$ cat config.mk
export PLATFORM = sky130hd
export DESIGN_NAME = alu_scheduler
export DESIGN_NICKNAME = d
export VERILOG_FILES = /design/src/rtl/alu_scheduler.sv
export SDC_FILE = /design/constraint.sdc
export NUM_CORES = 1
export LEC_CHECK = 0
export BUFFER_PORTS_ARGS = -buffer_cell sky130_fd_sc_hd__buf_2
export CAP_MARGIN = 0
export CORE_MARGIN = 4
export CORE_UTILIZATION = 60
export DETAILED_ROUTE_END_ITERATION = 12
export PLACE_DENSITY = 0.82
export SYNTH_ARGS = -nofsm -noshare
export SYNTH_HDL_FRONTEND = slang
export SYNTH_SLANG_ARGS = --single-unit
$ cat constraint.sdc
create_clock -name clk -period 12.3 [get_ports clk]
set_clock_uncertainty 0.05 [all_clocks]
set_input_delay 1.845 -clock clk [delete_from_list [all_inputs] [get_ports clk]]
set_output_delay 1.845 -clock clk [all_outputs]
set_load 0.03 [all_outputs]
$ cat src/rtl/alu_scheduler.sv
// Round-robin scheduler sharing one combinational ALU between two requesters,
// with a registered, handshaked response path and a completed-operation counter.

module alu_core #(
  parameter int N = 8
) (
  input  logic [N-1:0] i_a,
  input  logic [N-1:0] i_b,
  input  logic [3:0]   i_op,
  output logic [N-1:0] o_y,
  output logic         o_err
);

  always_comb begin
    // NOTE: defaults first so every path assigns every output; no latch inferred.
    o_y   = '0;
    o_err = 1'b0;
    case (i_op)
      4'd0: o_y = i_a + i_b;
      4'd1: o_y = i_a - i_b;
      4'd2: o_y = i_a * i_b;
      4'd3: begin
        if (i_b == '0) begin
          o_y   = '1;
          o_err = 1'b1;
        end else begin
          o_y = i_a / i_b;
        end
      end
      4'd4: o_y = i_a & i_b;
      4'd5: o_y = i_a | i_b;
      4'd6: o_y = ~i_a;
      4'd7: o_y = i_a << i_b;
      4'd8: o_y = i_a >> i_b;
      default: begin
        o_y   = '0;
        o_err = 1'b1;
      end
    endcase
  end

endmodule

module alu_scheduler #(
  parameter int N     = 8,
  parameter int CNT_W = 16
) (
  input  logic             clk,
  input  logic             rst_n,
  input  logic             req0_valid,
  output logic             req0_ready,
  input  logic [N-1:0]     req0_a,
  input  logic [N-1:0]     req0_b,
  input  logic [3:0]       req0_op,
  input  logic             req1_valid,
  output logic             req1_ready,
  input  logic [N-1:0]     req1_a,
  input  logic [N-1:0]     req1_b,
  input  logic [3:0]       req1_op,
  output logic             rsp0_valid,
  input  logic             rsp0_ready,
  output logic             rsp1_valid,
  input  logic             rsp1_ready,
  output logic [N-1:0]     rsp_data,
  output logic             rsp_err,
  output logic             busy,
  output logic [CNT_W-1:0] op_count
);

  typedef enum logic [1:0] {
    S_IDLE = 2'd0,
    S_EXEC = 2'd1,
    S_RESP = 2'd2
  } state_t;

  state_t           r_state;
  logic [N-1:0]     r_a;
  logic [N-1:0]     r_b;
  logic [3:0]       r_op;
  logic             r_id;
  logic             r_rr_ptr;
  logic             r_rsp0_valid;
  logic             r_rsp1_valid;
  logic [N-1:0]     r_rsp_data;
  logic             r_rsp_err;
  logic [CNT_W-1:0] r_op_count;

  logic             w_idle;
  logic             w_gnt0;
  logic             w_gnt1;
  logic             w_consume;
  logic [N-1:0]     w_alu_y;
  logic             w_alu_err;
  logic [N-1:0]     w_res_data;
  logic             w_res_err;

  assign w_idle = (r_state == S_IDLE);
  // The pointer only breaks ties; a lone valid requester always wins.
  assign w_gnt0 = req0_valid && (!req1_valid || !r_rr_ptr);
  assign w_gnt1 = req1_valid && (!req0_valid ||  r_rr_ptr);

  // Ready is masked by rst_n so every output reads 0 while reset is held.
  assign req0_ready = rst_n && w_idle && w_gnt0;
  assign req1_ready = rst_n && w_idle && w_gnt1;

  assign w_consume = r_id ? rsp1_ready : rsp0_ready;

  alu_core #(.N(N)) u_alu (
    .i_a  (r_a),
    .i_b  (r_b),
    .i_op (r_op),
    .o_y  (w_alu_y),
    .o_err(w_alu_err)
  );

  // Illegal opcodes never expose ALU output, whatever the core returns.
  assign w_res_data = (r_op > 4'd8) ? '0   : w_alu_y;
  assign w_res_err  = (r_op > 4'd8) ? 1'b1 : w_alu_err;

  always_ff @(posedge clk or negedge rst_n) begin
    if (!rst_n) begin
      r_state      <= S_IDLE;
      r_a          <= '0;
      r_b          <= '0;
      r_op         <= '0;
      r_id         <= 1'b0;
      r_rr_ptr     <= 1'b0;
      r_rsp0_valid <= 1'b0;
      r_rsp1_valid <= 1'b0;
      r_rsp_data   <= '0;
      r_rsp_err    <= 1'b0;
      r_op_count   <= '0;
    end else begin
      // NOTE: non-blocking assignments; every register samples pre-edge values.
      case (r_state)
        S_IDLE: begin
          if (w_gnt0 || w_gnt1) begin
            r_a     <= w_gnt1 ? req1_a  : req0_a;
            r_b     <= w_gnt1 ? req1_b  : req0_b;
            r_op    <= w_gnt1 ? req1_op : req0_op;
            r_id    <= w_gnt1;
            r_state <= S_EXEC;
          end
        end
        S_EXEC: begin
          r_rsp_data <= w_res_data;
          r_rsp_err  <= w_res_err;
          if (r_id) r_rsp1_valid <= 1'b1;
          else      r_rsp0_valid <= 1'b1;
          r_state <= S_RESP;
        end
        S_RESP: begin
          if (w_consume) begin
            r_rsp0_valid <= 1'b0;
            r_rsp1_valid <= 1'b0;
            r_op_count   <= r_op_count + CNT_W'(1);
            r_rr_ptr     <= ~r_id;
            r_state      <= S_IDLE;
          end
        end
        default: r_state <= S_IDLE;
      endcase
    end
  end

  assign rsp0_valid = r_rsp0_valid;
  assign rsp1_valid = r_rsp1_valid;
  assign rsp_data   = r_rsp_data;
  assign rsp_err    = r_rsp_err;
  assign busy       = !w_idle;
  assign op_count   = r_op_count;

endmodule

==> impl_metrics.csv <==
group,metric,value,unit
outcome,outcome,"completed",
worst_setup_path,r2r_cells,43,
sta,fin_crit,11270,ps
die,fp.dieH,108.8,um
synthesis,synth_nets,859,
place,io_buffer_count,75,
final_layout,utilization,67.48,%
final_layout,fillerInstances,863,
final_layout,area_growth,8.591,%
worst_setup_path,reg2reg_slack,1030,ps
sta,rsz0062_at_grt,"no",
hold_path,hold_depth,1,
hold_path,hold-path-endpoint,"op_count[15]",
flow_run,cap_violations,0,
global_route,grt_pass1_vias,5817,
drt,routed_wirelength,18.67,mm
worst_setup_path,slowest_delay,730,ps
clock_tree,cts.sinks,51,
hold_path,hold_path_startpoint,"op_count[15]",
drt,wl_per_cell,20.18,um
worst_setup_path,worstPathArrival,11420,ps
synthesis,synth-edff-count,0,
sta,max_slew_margin,28.71,%
worst_setup_path,rr_endpoint,"rsp_data[0]",
clock_tree,cts_made_buffers,5,
sta,fmax,88.72,MHz
place,hpwlAfterDp,14.43,mm
synthesis,avgSynthCellArea,8.313,um2
die,die_w,108.8,um
final_layout,drive_above_1_share,17.19,%
worst_setup_path,crit_fanout,12,
clock_tree,ctsHoldBuffers,0,
place,dp.cells,917,
place,place.gp.congestion,0.9701,
worst_setup_path,required,12450,ps
sta,setup_viol,0,
drt,drtPass1Iterations,6,
clock_tree,cts_tree,"yes",
worst_setup_path,crit_slowest_cell,"or4_1",
die,io-pin-count,76,
final_layout,final-seq-area,1276,um2
final_layout,multi_input_area,4404,um2
sta,fin_crit_sh,91.64,%
synthesis,netlist_area,6102,um2
final_layout,finalNetCount,916,
worst_setup_path,startpoint_type,"flip-flop",
global_route,grt_max_degree,53,
synthesis,yosys_warnings,0,
clock_tree,cts_resized,0,
worst_setup_path,end_kind,"flip-flop",
synthesis,yosysUniqueCellTypes,69,
clock_tree,htree_levels,2,
global_route,globalRouteTotalUtil,33.08,%
synthesis,synth_ff_type,"dfrtp_1",
worst_setup_path,r2r_start,"r_b[5]",
clock_tree,cts_buffer_depth,2,
die,dieArea,11850,um2
clock_tree,clk_pin_slew,100,ps
place,place_area,6541,um2
clock_tree,clk_latency,320,ps
hold_path,hp-class,"flip-flop to flip-flop",
synthesis,synthCells,734,
global_route,grt.overflow.total,0,
drt,via_per_inst,6.363,
synthesis,synth.yosys.seq_area_share,20.91,%
sta,worstMarginPinSlew,1069,ps
sta,slew_violations,0,
synthesis,async_flop_share,100.0,%
sta,finalHoldViolations,0,
die,initial_core_util,62.14,%
drt,via_count,5886,
die,rows,36,
worst_setup_path,worstSetupPathType,"flip-flop to flip-flop",
drt,drc,0,
clock_tree,post_cts_buffers,0,
drt,drt_iter0_markers,631,
worst_setup_path,cpMostUsedCell,"ha_1",
drt,ant_nets,0,
synthesis,ys_ff_latch,51,
clock_tree,root_buffer,"clkbuf_8",
final_layout,fin_cells,925,
global_route,antenna_found_initial,0,
sta,finalSetupTns,0,ps
die,core,9819,um2
global_route,grt_pass1_wl,30.30,mm
final_layout,stdcell_area,6626,um2
-- metrics by stage --
stage,hold WS [ps],worst slack (ps)
floorplan,405.5,1714
global placement,404.9,1547
detailed placement,401.6,1131
CTS,421.1,1097
global route,426.7,246.4
finish,418.8,1029
-- Yosys cell counts, types with 7 or more instances --
library cell | number | area [um2]
mux2i_1 | 34 | 340.3
nand3_1 | 12 | 60.06
dfrtp_1 | 51 | 1276
ha_1 | 66 | 825.8
o21a_1 | 13 | 97.59
nor3_1 | 26 | 130.1
nor2_1 | 101 | 379.1
fa_1 | 13 | 260.3
a31oi_1 | 8 | 50.05
inv_1 | 50 | 187.7
mux2_2 | 12 | 135.1
a21oi_1 | 53 | 265.3
o21ai_0 | 26 | 130.1
xor2_1 | 18 | 157.7
xnor2_1 | 35 | 306.5
clkbuf_1 | 30 | 112.6
and2_1 | 7 | 43.79
nand2_1 | 49 | 183.9
-- worst max-delay path: cells and delay by family, from the launching register on --
kind / cells / cell delay [ps]
and+or+nand+nor: 10 / 2410
AOI/OAI and AO/OA: 21 / 4470
adders and majority gates: 7 / 2110
buffers and inverters: 1 / 220
muxes: 4 / 1390
DFF: 1 / 520
-- state kept, by name (all words and copies together) (netlist names) --
| register | cells |
|---|---|
| rsp0_valid | 1 |
| r_state | 2 |
| r_b | 8 |
| r_op | 4 |
| rsp1_valid | 1 |
| r_a | 8 |
| r_id | 1 |
| rsp_data | 8 |
| op_count | 16 |
| rsp_err | 1 |
| r_rr_ptr | 1 |
-- layer usage --
| metal | global-route usage [%] | wire [um] | vias to the layer above | share of wire [%] |
|---|---|---|---|---|
| li1 | - | - | 2697 | - |
| met1 | 42.85 | 7659 | 2845 | 41 |
| met2 | 54.72 | 8934 | 284 | 48 |
| met3 | 6.217 | 1446 | 60 | 7.7 |
| met4 | 12.98 | 624 | 0 | 3.3 |
| met5 | 0 | 0 | - | 0 |
-- worst max-delay path by stage --
| stage | start | endpoint | slack, ps | depth (start not counted) |
|---|---|---|---|---|
| 6_report | r_b[5] | rsp_data[0] | 1030 | 43 |
| 3_3_place_gp | r_b[5] | rsp_data[0] | 1550 | 43 |
| 5_1_grt | r_b[5] | rsp_data[0] | 250 | 43 |
| 4_1_cts | r_b[5] | rsp_data[0] | 1100 | 43 |
| 3_5_place_dp | r_b[5] | rsp_data[0] | 1130 | 43 |
| 2_1_floorplan | r_b[0] | rsp_data[0] | 1710 | 45 |
-- cells in the final DEF (no fill, tap or decap), drive strengths merged, types with 8 or more instances in the layout --
cell,instances
xor2,18
buf,92
and2,8
xnor2,35
fa,13
dfrtp,51
a31oi,8
ha,66
o21ai,28
mux2,14
nor2,101
a21oi,53
mux2i,34
nand2,49
inv,50
nor3,26
a21o,8
o21a,13
nand3,12
-- final cells by class --
| type | instances | area share [%] |
|---|---|---|
| Clock buffer | 5 | 1.039 |
| Timing Repair Buffer | 92 | 7.591 |
| Tap cell | 133 | 2.511 |
| Inverter | 51 | 2.889 |
| Multi-Input combinational cell | 590 | 66.47 |
| Clock inverter | 2 | 0.2077 |
| Sequential cell | 51 | 19.26 |
| Antenna cell | 1 | 0.03776 |
-- logic make-up after synthesis --
group / Yosys count / share of synthesized area, %
buffers and inverters: 93 / 7.013
AOI/OAI and AO/OA: 165 / 18.25
and+or+nand+nor: 237 / 17.59
adders and majority gates: 81 / 18.13
muxes: 54 / 10.50
DFF: 51 / 20.91
xor gates and xnor gates: 53 / 7.607
Power is left out: the tool's default activity adds up to more than one toggle a clock period on the data nets, which glitch-free logic cannot reach.
